==> config.mk <==
export PLATFORM = sky130hd
export DESIGN_NAME = bram_word_serializer
export DESIGN_NICKNAME = d
export VERILOG_FILES = /design/src/rtl/bram_word_serializer_pkg.sv /design/src/rtl/bram_word_serializer_word_skid_buf.sv /design/src/rtl/bram_word_serializer.sv
export SDC_FILE = /design/constraint.sdc
export NUM_CORES = 1
export LEC_CHECK = 0
export ABC_AREA = 1
export CORE_MARGIN = 2
export CORE_UTILIZATION = 55
export DETAILED_ROUTE_END_ITERATION = 8
export PLACE_DENSITY = 0.89
export SETUP_SLACK_MARGIN = 0.02
export SYNTH_ARGS = -nofsm -noshare
export SYNTH_HDL_FRONTEND = slang
export SYNTH_SLANG_ARGS = --single-unit
==> constraint.sdc <==
create_clock -name clk -period 2.1 [get_ports clk]
set_input_delay 0.42 -clock clk [delete_from_list [all_inputs] [get_ports clk]]
set_output_delay 0.42 -clock clk [all_outputs]
set_load 0.03 [all_outputs]
==> src/rtl/bram_word_serializer_pkg.sv <==
// Shared types and constants for the BRAM word-to-pixel serializer.
package bram_word_serializer_pkg;

  localparam int unsigned WORD_W     = 32;
  localparam int unsigned BYTE_W     = 8;
  localparam int unsigned RD_LATENCY = 1;

  typedef enum logic [1:0] {
    ST_IDLE  = 2'd0,
    ST_RUN   = 2'd1,
    ST_DRAIN = 2'd2,
    ST_FIN   = 2'd3
  } state_e;

  // Map the emission index to the physical byte lane of the word.
  function automatic logic [1:0] lane_sel(input logic [1:0] idx, input logic lsb_first);
    return lsb_first ? idx : 2'(2'd3 - idx);
  endfunction

endpackage

==> src/rtl/bram_word_serializer_word_skid_buf.sv <==
// Two-slot word buffer: a current (draining) word plus one prefetched word.
module word_skid_buf
  import bram_word_serializer_pkg::*;
(
  input  logic              clk,
  input  logic              rst_n,
  input  logic              push_i,
  input  logic [WORD_W-1:0] push_data_i,
  input  logic              pop_i,
  output logic [WORD_W-1:0] cur_o,
  output logic              full_o,
  output logic              empty_o
);

  logic [WORD_W-1:0] cur_q, cur_d, pf_q, pf_d;
  logic              cur_full_q, cur_full_d, pf_full_q, pf_full_d;

  // A pop frees the current slot in the same cycle a push may refill it.
  always_comb begin
    cur_d      = cur_q;
    pf_d       = pf_q;
    cur_full_d = cur_full_q;
    pf_full_d  = pf_full_q;
    if (pop_i) begin
      if (pf_full_q) begin
        cur_d = pf_q;
        if (push_i) pf_d = push_data_i;
        else        pf_full_d = 1'b0;
      end else if (push_i) begin
        cur_d = push_data_i;
      end else begin
        cur_full_d = 1'b0;
      end
    end else if (push_i) begin
      if (!cur_full_q) begin
        cur_d      = push_data_i;
        cur_full_d = 1'b1;
      end else begin
        pf_d      = push_data_i;
        pf_full_d = 1'b1;
      end
    end
  end

  always_ff @(posedge clk or negedge rst_n) begin
    if (!rst_n) begin
      cur_q      <= '0;
      pf_q       <= '0;
      cur_full_q <= 1'b0;
      pf_full_q  <= 1'b0;
    end else begin
      cur_q      <= cur_d;
      pf_q       <= pf_d;
      cur_full_q <= cur_full_d;
      pf_full_q  <= pf_full_d;
    end
  end

  assign cur_o   = cur_q;
  assign full_o  = cur_full_q & pf_full_q;
  assign empty_o = ~cur_full_q;

endmodule

==> src/rtl/bram_word_serializer.sv <==
// Reads 32-bit words from a result BRAM and streams them out as bytes
// with a valid/ready handshake, lossless under back-pressure.
module bram_word_serializer
  import bram_word_serializer_pkg::*;
#(
  parameter int unsigned ADDR_W    = 9,
  parameter int unsigned NUM_WORDS = 512,
  parameter bit          LSB_FIRST = 1'b1
) (
  input  logic              clk,
  input  logic              reset,
  input  logic              start,
  output logic              busy,
  output logic              done,
  output logic              bram_en,
  output logic [ADDR_W-1:0] bram_addr,
  input  logic [WORD_W-1:0] bram_dout,
  output logic [BYTE_W-1:0] px_data,
  output logic              px_valid,
  input  logic              px_ready,
  output logic              px_last
);

  localparam int unsigned      CNT_W     = ADDR_W + 1;
  localparam logic [CNT_W-1:0] LAST_WORD = CNT_W'(NUM_WORDS - 1);
  localparam logic [CNT_W-1:0] WORD_CNT  = CNT_W'(NUM_WORDS);

  state_e                  state_q, state_d;
  logic [CNT_W-1:0]        rd_cnt_q, rd_cnt_d, wr_cnt_q, wr_cnt_d;
  logic [1:0]              idx_q, idx_d;
  logic [RD_LATENCY-1:0]   inflight_q;
  logic                    busy_q, busy_d, done_q, done_d;
  logic                    inflight, rd_issue, xfer, pop;
  logic                    buf_full, buf_empty;
  logic [WORD_W-1:0]       cur_word;
  logic [1:0]              lane;

  assign inflight = inflight_q[RD_LATENCY-1];

  word_skid_buf u_buf (
    .clk         (clk),
    .rst_n       (reset),
    .push_i      (inflight),
    .push_data_i (bram_dout),
    .pop_i       (pop),
    .cur_o       (cur_word),
    .full_o      (buf_full),
    .empty_o     (buf_empty)
  );

  // Next-state, counters and handshake decode.
  always_comb begin
    state_d  = state_q;
    rd_cnt_d = rd_cnt_q;
    wr_cnt_d = wr_cnt_q;
    idx_d    = idx_q;
    // Issue only if a slot is guaranteed when the data lands, counting the read in flight.
    rd_issue = (state_q == ST_RUN) && (rd_cnt_q < WORD_CNT) &&
               !buf_full && !(inflight && !buf_empty);
    xfer     = !buf_empty && px_ready;
    pop      = xfer && (idx_q == 2'd3);

    if (rd_issue) rd_cnt_d = rd_cnt_q + CNT_W'(1);
    if (xfer)     idx_d    = idx_q + 2'd1;
    if (pop)      wr_cnt_d = wr_cnt_q + CNT_W'(1);

    unique case (state_q)
      ST_IDLE: begin
        if (start) begin
          state_d  = ST_RUN;
          rd_cnt_d = '0;
          wr_cnt_d = '0;
          idx_d    = '0;
        end
      end
      ST_RUN:   if (rd_issue && (rd_cnt_q == LAST_WORD)) state_d = ST_DRAIN;
      ST_DRAIN: if (pop && (wr_cnt_q == LAST_WORD))      state_d = ST_FIN;
      ST_FIN:   state_d = ST_IDLE;
      default:  state_d = ST_IDLE;
    endcase

    busy_d = (state_d == ST_RUN) || (state_d == ST_DRAIN);
    done_d = (state_d == ST_FIN);
  end

  always_ff @(posedge clk or negedge reset) begin
    if (!reset) begin
      state_q    <= ST_IDLE;
      rd_cnt_q   <= '0;
      wr_cnt_q   <= '0;
      idx_q      <= '0;
      inflight_q <= '0;
      busy_q     <= 1'b0;
      done_q     <= 1'b0;
    end else begin
      state_q    <= state_d;
      rd_cnt_q   <= rd_cnt_d;
      wr_cnt_q   <= wr_cnt_d;
      idx_q      <= idx_d;
      inflight_q <= RD_LATENCY'(rd_issue);
      busy_q     <= busy_d;
      done_q     <= done_d;
    end
  end

  assign lane      = lane_sel(idx_q, LSB_FIRST);
  assign busy      = busy_q;
  assign done      = done_q;
  assign bram_en   = rd_issue;
  assign bram_addr = rd_cnt_q[ADDR_W-1:0];
  assign px_valid  = !buf_empty;
  assign px_data   = cur_word[{lane, 3'b000} +: BYTE_W];
  assign px_last   = px_valid && (idx_q == 2'd3) && (wr_cnt_q == LAST_WORD);

endmodule

* After elaboration in Yosys (flattened, before gate mapping)
Index checks and enable logic that the tools add are counted.
** Operators by class
- Shift-type cells :: 1
- $lt $le $gt $ge :: 1
- Bitwise logic cells :: 1
- Add/sub/neg operators :: 3
- Reductions and logical operators :: 21
- Equality and inequality tests :: 14
- Multiplexer cells :: 31
** Operators by type and width (count)
- $mux W32 :: 9
- $mux W10 :: 6
- $shiftx A32 B6 Y8 :: 1
- $add A10 B1 Y10 const B :: 2
- $eq A10 B9 Y1 const B :: 2
- $mux W2 :: 6
- $eq A2 B2 Y1 const B :: 5
- $logic_and A1 B1 Y1 :: 10
- $lt A10 B10 Y1 const B :: 1
- $mux W1 :: 9
- $ne A2 B2 Y1 const B :: 4
- $pmux W2 S4 :: 1
- $reduce_and A3 Y1 :: 2
- $reduce_bool A2 Y1 :: 3
- $eq A2 B1 Y1 const B :: 2
- $reduce_and A4 Y1 :: 1
- $add A2 B1 Y2 const B :: 1
- $logic_not A1 Y1 :: 2
- $logic_not A2 Y1 :: 1
- $ne A2 B1 Y1 const B :: 1
- $reduce_and A2 Y1 :: 1
- $and A1 B1 Y1 :: 1
- $logic_or A1 B1 Y1 :: 1
** Storage, ports and cells
- Word-level logic and storage cells :: 83
- Output and inout bits :: 22
- Bits of input ports :: 36
- Bits in registers :: 93

* Longest topological paths before layout
- Depth in word-level cells :: 9
- Depth in mapped cells :: 8
- Depth with buffers taken out :: 8

* By module
From an unflattened synthesis, not the netlist that was laid out.
** Unflattened totals
- Cell total of the unflattened synthesis :: 631
- Area total of the unflattened synthesis :: 4745.8 um^2
** Modules (own cells, without submodules)
- word_skid_buf :: times used 1, cells each 398, area an instance 3054.2 um^2, seq. area each 1651.6 um^2
- bram_word_serializer :: times used 1, cells each 233, area an instance 1691.6 um^2, seq. area each 675.6 um^2

* Worst setup path after synthesis
No wires, ideal clock.
- Path kind :: register -> output
- Start :: register idx_q[0]
- End :: output px_data[4]
- Arrival time :: 1450 ps
- Data required time :: 1680 ps
- Slack :: 230 ps
- Buffers on the path :: 1
- Cell stages (with the launch flop) :: 5
- Cells stage by stage :: dfrtp_1 inv_1 clkbuf_1 o21ai_0 o22ai_1
** Between the ends
- Cells in the longest elaborated chain, start to end :: 1
** Ends and longest elaborated chain
- from (decl) :: line bram_word_serializer.sv:30 : logic [1:0] idx_q, idx_d;
- from (signal assigned) :: line bram_word_serializer.sv:99 : idx_q <= idx_d;
- $shiftx A32 B6 Y8 :: line bram_word_serializer.sv:112 : assign px_data = cur_word[{lane, 3'b000} +: BYTE_W];
- to (decl) :: line bram_word_serializer.sv:18 : output logic [BYTE_W-1:0] px_data,
No other way between the ends.

* Final worst setup path
- Start :: register idx_q[0]
- End :: output px_data[1]
Same word-level chain as after synthesis.

==> flow_results.org <==
** Drt
- Antenna Violating Nets Remaining :: 0
- Via count of the routed design :: 4,035
- Iteration count of the initial detailed-routing pass :: 5
- Dividing the detail-routed via count by the number of cells gives 5.57.
- Total detailed-routing wirelength :: 10,200 um
- In the final routed layout, each cell accounts on average for 14.1 um.
- Met3 wire length :: 689 um
- Met2 Wirelength :: 5070 um
- Count of unresolved DRC violations after routing :: 0
- For this block, wires on met1 add up to 4370 um.
- The detailed router finished its first iteration with 274 violations.
- Signal routing reaches up to met4.

** Yosys
- The cell area that synthesis handed to floorplanning was 4580 um2.
- Number of library cell types mapped by synthesis :: 25
- Of the synthesized area, sequential elements account for 50.9%.
- Top flip-flop cell by instance count after synthesis :: sky130_fd_sc_hd__dfrtp_1
- Of all flip-flops after synthesis, the portion carrying an async set or reset was 100%.
- Count of mapped cells out of synthesis :: 570
- Number of enable-type register cells in the synthesized netlist :: 0
- After synthesis the netlist holds a flip-flop and latch count of 93.
- Yosys Warn Count :: 0
- The number of nets handed over by synthesis was 610.
- Avg Inst Size Synth :: 8.03 um2

** Global route
- Entering global routing, the biggest net connects 80 pins.
- The number of antenna violations at the first check in global routing is 0.
- The first global-routing pass estimated 17,100 um of wire.
- The total overflow left after global routing is 0.
- Overall routing resource usage :: 24.2%
- The via count of the first global-routing pass is 3,689.

** STA
- Max Clock Skew :: 6.59 ps
- Fmax :: 496 MHz
- Unrepaired setup endpoints after global routing :: yes
- At the pin with the least slew margin, the transition time is 632 ps.
- Final Hold Vio Count :: 0
- Setup violations remaining at the end of the flow were counted as 0.
- Minimum period implied by the final worst setup slack :: 2020 ps
- Setup slack on the critical path of the routed design comes to 84.7 ps.
- Setup total negative slack on the finished layout was measured at 0 ps.
- On the final layout, the worst hold slack is 447 ps.
- The worst path uses 96.0% of the clock period.
- Worst rel slew slack :: 57.8%
- Max-slew violation total from the final report :: 0

** Setup path
- Grouping stages by cell kind, the critical path spends the most delay in flip-flops.
- Type of element launching the critical path :: register
- For the worst setup path, the data arrival time is 1600 ps.
- STA classifies the critical path endpoint as a primary output.
- Count of cell instances traversed by the critical path :: 4
- For the worst setup path, the data required time is 1680 ps.
- The critical path is of the register to primary output type.
- Sequence of cells on the critical path :: buf_8 > o21ai_0 > o22ai_1 > buf_4
- In this run the register-to-register setup slack is 370 ps.
- The most critical setup path has its endpoint at px_data[1].
- Critical path peak fanout :: 16
- Origin of the critical flop-to-flop path :: idx_q[0]$_DFF_PN0_
- Largest incremental delay on the critical path :: 480 ps
- Critical Path Slowest Stage Cell :: sky130_fd_sc_hd__dfrtp_2
- End of the worst register-to-register path :: busy$_DFF_PN0_
- Startpoint of the worst setup timing path :: idx_q[0]$_DFF_PN0_
- Counting both buffers and inverters, the worst setup path holds a total of 2.
- The number of cells on the worst reg-to-reg path is 6.

** Cells and area
- N_diodes :: 0
- For this run, the number of standard cells in the final layout without fillers is 724.
- Final standard cell area without fillers :: 5390 um2
- Final core utilization :: 66.2%
- In the final layout, the share of cells above drive strength 1 is 8.40%.
- The area growth from synthesis to layout is 17.7%.
- After the last flow step, the layout net total stands at 654.

** Clocking
- In this run the deepest clock path goes through 2 buffers.
- Clock tree synthesis selected as its root buffer the cell sky130_fd_sc_hd__clkbuf_8.
- Clock-pin transition on the worst setup and hold timing paths :: 90 ps
- Num Clock Sinks :: 93
- TritonCTS created 9 clock buffers.
- Post-CTS Repair Setup Buffers :: 0
- The H-tree was split into 3 levels.
- At the later pin of the worst-skew pair, clock insertion delay measures 360 ps.
- CTS tree :: built

** Run status
- Result of the run :: complete, no violations

** Worst hold path
- The worst hold path belongs to the class input pin to asynchronous set/reset pin.

** Power and ir drop
- Combinational group share of total power :: 44.8%
- P_int :: 4.44 mW
- Overall power consumption :: 7.92 mW
- The analysis attributes to cell leakage a power of 2.47 nW.
- Maximum resistive drop on vdd :: 1.05 mV
- Per report_power, the clock group accounts for 15.1% of the total.
- Net Switching :: 3.48 mW
- Net switching is 43.9% of the power.
- Sequential power share :: 40.0%
- Pwr per Cell Area :: 1470 nW/um2

** Floorplan
- In this run the standard cell core region covers 8130 um2.
- Starting utilization of the core area :: 56.3%
- FP Rows :: 33
- The die is 95.2 um wide.
- Die Ht :: 95.2 um
- In this run the count of I/O pins placed on the die edge is 58.
- Die Footprint :: 9060 um2

** Place
- At the end of routability-driven placement, the weighted congestion stood at 0.880.
- Prior to clock tree synthesis, the placed netlist has a worst setup slack of 86.9 ps.
- Placed inst area :: 5160 um2
- Number of placed instances, taps included :: 706
- Once detailed placement completed, the half-perimeter wirelength came to 6980 um.
- The count of buffers added on input and output ports is 57.

** Job
- Max Cap Viol :: 0
-- state kept, by name, indices dropped and copies added, names as in the netlist --
name	flops
inflight	1
u_buf.cur_o	32
u_buf.cur_full_q	1
idx_q	2
u_buf.pf_q	32
busy	1
rd_cnt_q	10
state_q	2
u_buf.pf_full_q	1
done	1
wr_cnt_q	10
-- final cells by class --
class	instances	area, um2
Fill cell	649	2750
Sequential cell	93	2330
Multi-Input combinational cell	378	1790
Timing Repair Buffer	69	693
Inverter	62	236
Tap cell	105	131
Clock buffer	9	124
Clock inverter	7	75.1
Timing Repair inverter	1	7.51
-- cell usage in the layout (no fill, tap or decap), drive strengths merged, types with 10 or more instances in the layout --
cell type	netlist	final
nand3	15	15
nor2	95	95
o21ai	94	94
dfrtp	93	93
clkdlybuf4s50	0	45
a21oi	15	15
nand2	105	105
a31oi	32	32
clkbuf	11	10
buf	26	21
inv	62	62
-- power by group through the flow --
stage | Combinational [mW] | Sequential (mW) | Clock [mW]
floorplan | 2.56 | 3.00 | 0
global placement | 3.36 | 3.12 | 0
detailed placement | 3.49 | 3.16 | 0
CTS | 3.52 | 3.14 | 1.24
global route | 3.94 | 3.27 | 1.30
finish | 3.55 | 3.17 | 1.20
-- worst min path at each step --
stage                     cells past startpoint  start  slack (ps)                    end
final                                         2  reset         450  rd_cnt_q[5]$_DFF_PN0_
after detailed placement                      1  reset         290  rd_cnt_q[5]$_DFF_PN0_
after floorplan                               0  reset         120         busy$_DFF_PN0_
after global routing                          2  reset         460  rd_cnt_q[5]$_DFF_PN0_
after CTS                                     2  reset         430  rd_cnt_q[5]$_DFF_PN0_
after global placement                        1  reset         290  rd_cnt_q[3]$_DFF_PN0_
-- worst reg2reg max path, cell delays in order (launching register included) --
cell and delay [ps]:
sky130_fd_sc_hd__dfrtp_2 470, sky130_fd_sc_hd__ha_1 270, sky130_fd_sc_hd__nand3_4 150, sky130_fd_sc_hd__nor2_1 220, sky130_fd_sc_hd__nand2_1 110, sky130_fd_sc_hd__a21oi_1 160, sky130_fd_sc_hd__ha_1 240
-- Yosys cell counts, types with 5 or more instances --
library cell	count	share of area, %
sky130_fd_sc_hd__nand2_1	105	8.6
sky130_fd_sc_hd__dfrtp_1	93	51
sky130_fd_sc_hd__nor2_1	92	7.5
sky130_fd_sc_hd__o21ai_0	91	10
sky130_fd_sc_hd__inv_1	59	4.8
sky130_fd_sc_hd__a31oi_1	32	4.4
sky130_fd_sc_hd__a21oi_1	14	1.5
sky130_fd_sc_hd__nand3_1	14	1.5
sky130_fd_sc_hd__buf_4	13	2.1
sky130_fd_sc_hd__clkbuf_1	11	0.90
sky130_fd_sc_hd__buf_2	8	0.88
sky130_fd_sc_hd__o22ai_1	8	1.1
sky130_fd_sc_hd__buf_6	5	1.2
-- cell families after synthesis --
family | after synthesis | synth area share (%)
adder cells (fa/ha/maj) | 4 | 1.09
XOR/XNOR | 2 | 0.383
buffers and inverters | 99 | 10.2
AO/OA/AOI/OAI | 151 | 18.1
flip-flops | 93 | 50.9
AND/OR/NAND/NOR | 221 | 19.4
-- per-layer routing --
| metal | up-vias | track usage [%] |
|---|---|---|
| met5 | - | 0 |
| li1 | 1945 | - |
| met1 | 1895 | 31.8 |
| met3 | 16 | 5.45 |
| met4 | 0 | 5.56 |
| met2 | 179 | 41.0 |
-- repair_timing --
action | 4_1_cts | 5_1_grt
pin swaps | 0 | 1
endpoints found under the setup margin | 5 | 11
gates cloned | 0 | 1
gates resized for setup | 3 | 10
hold buffers | 1 | 0
hold endpoints to repair | 14 | 0
Note: power is estimated with default switching activity, not from simulation.
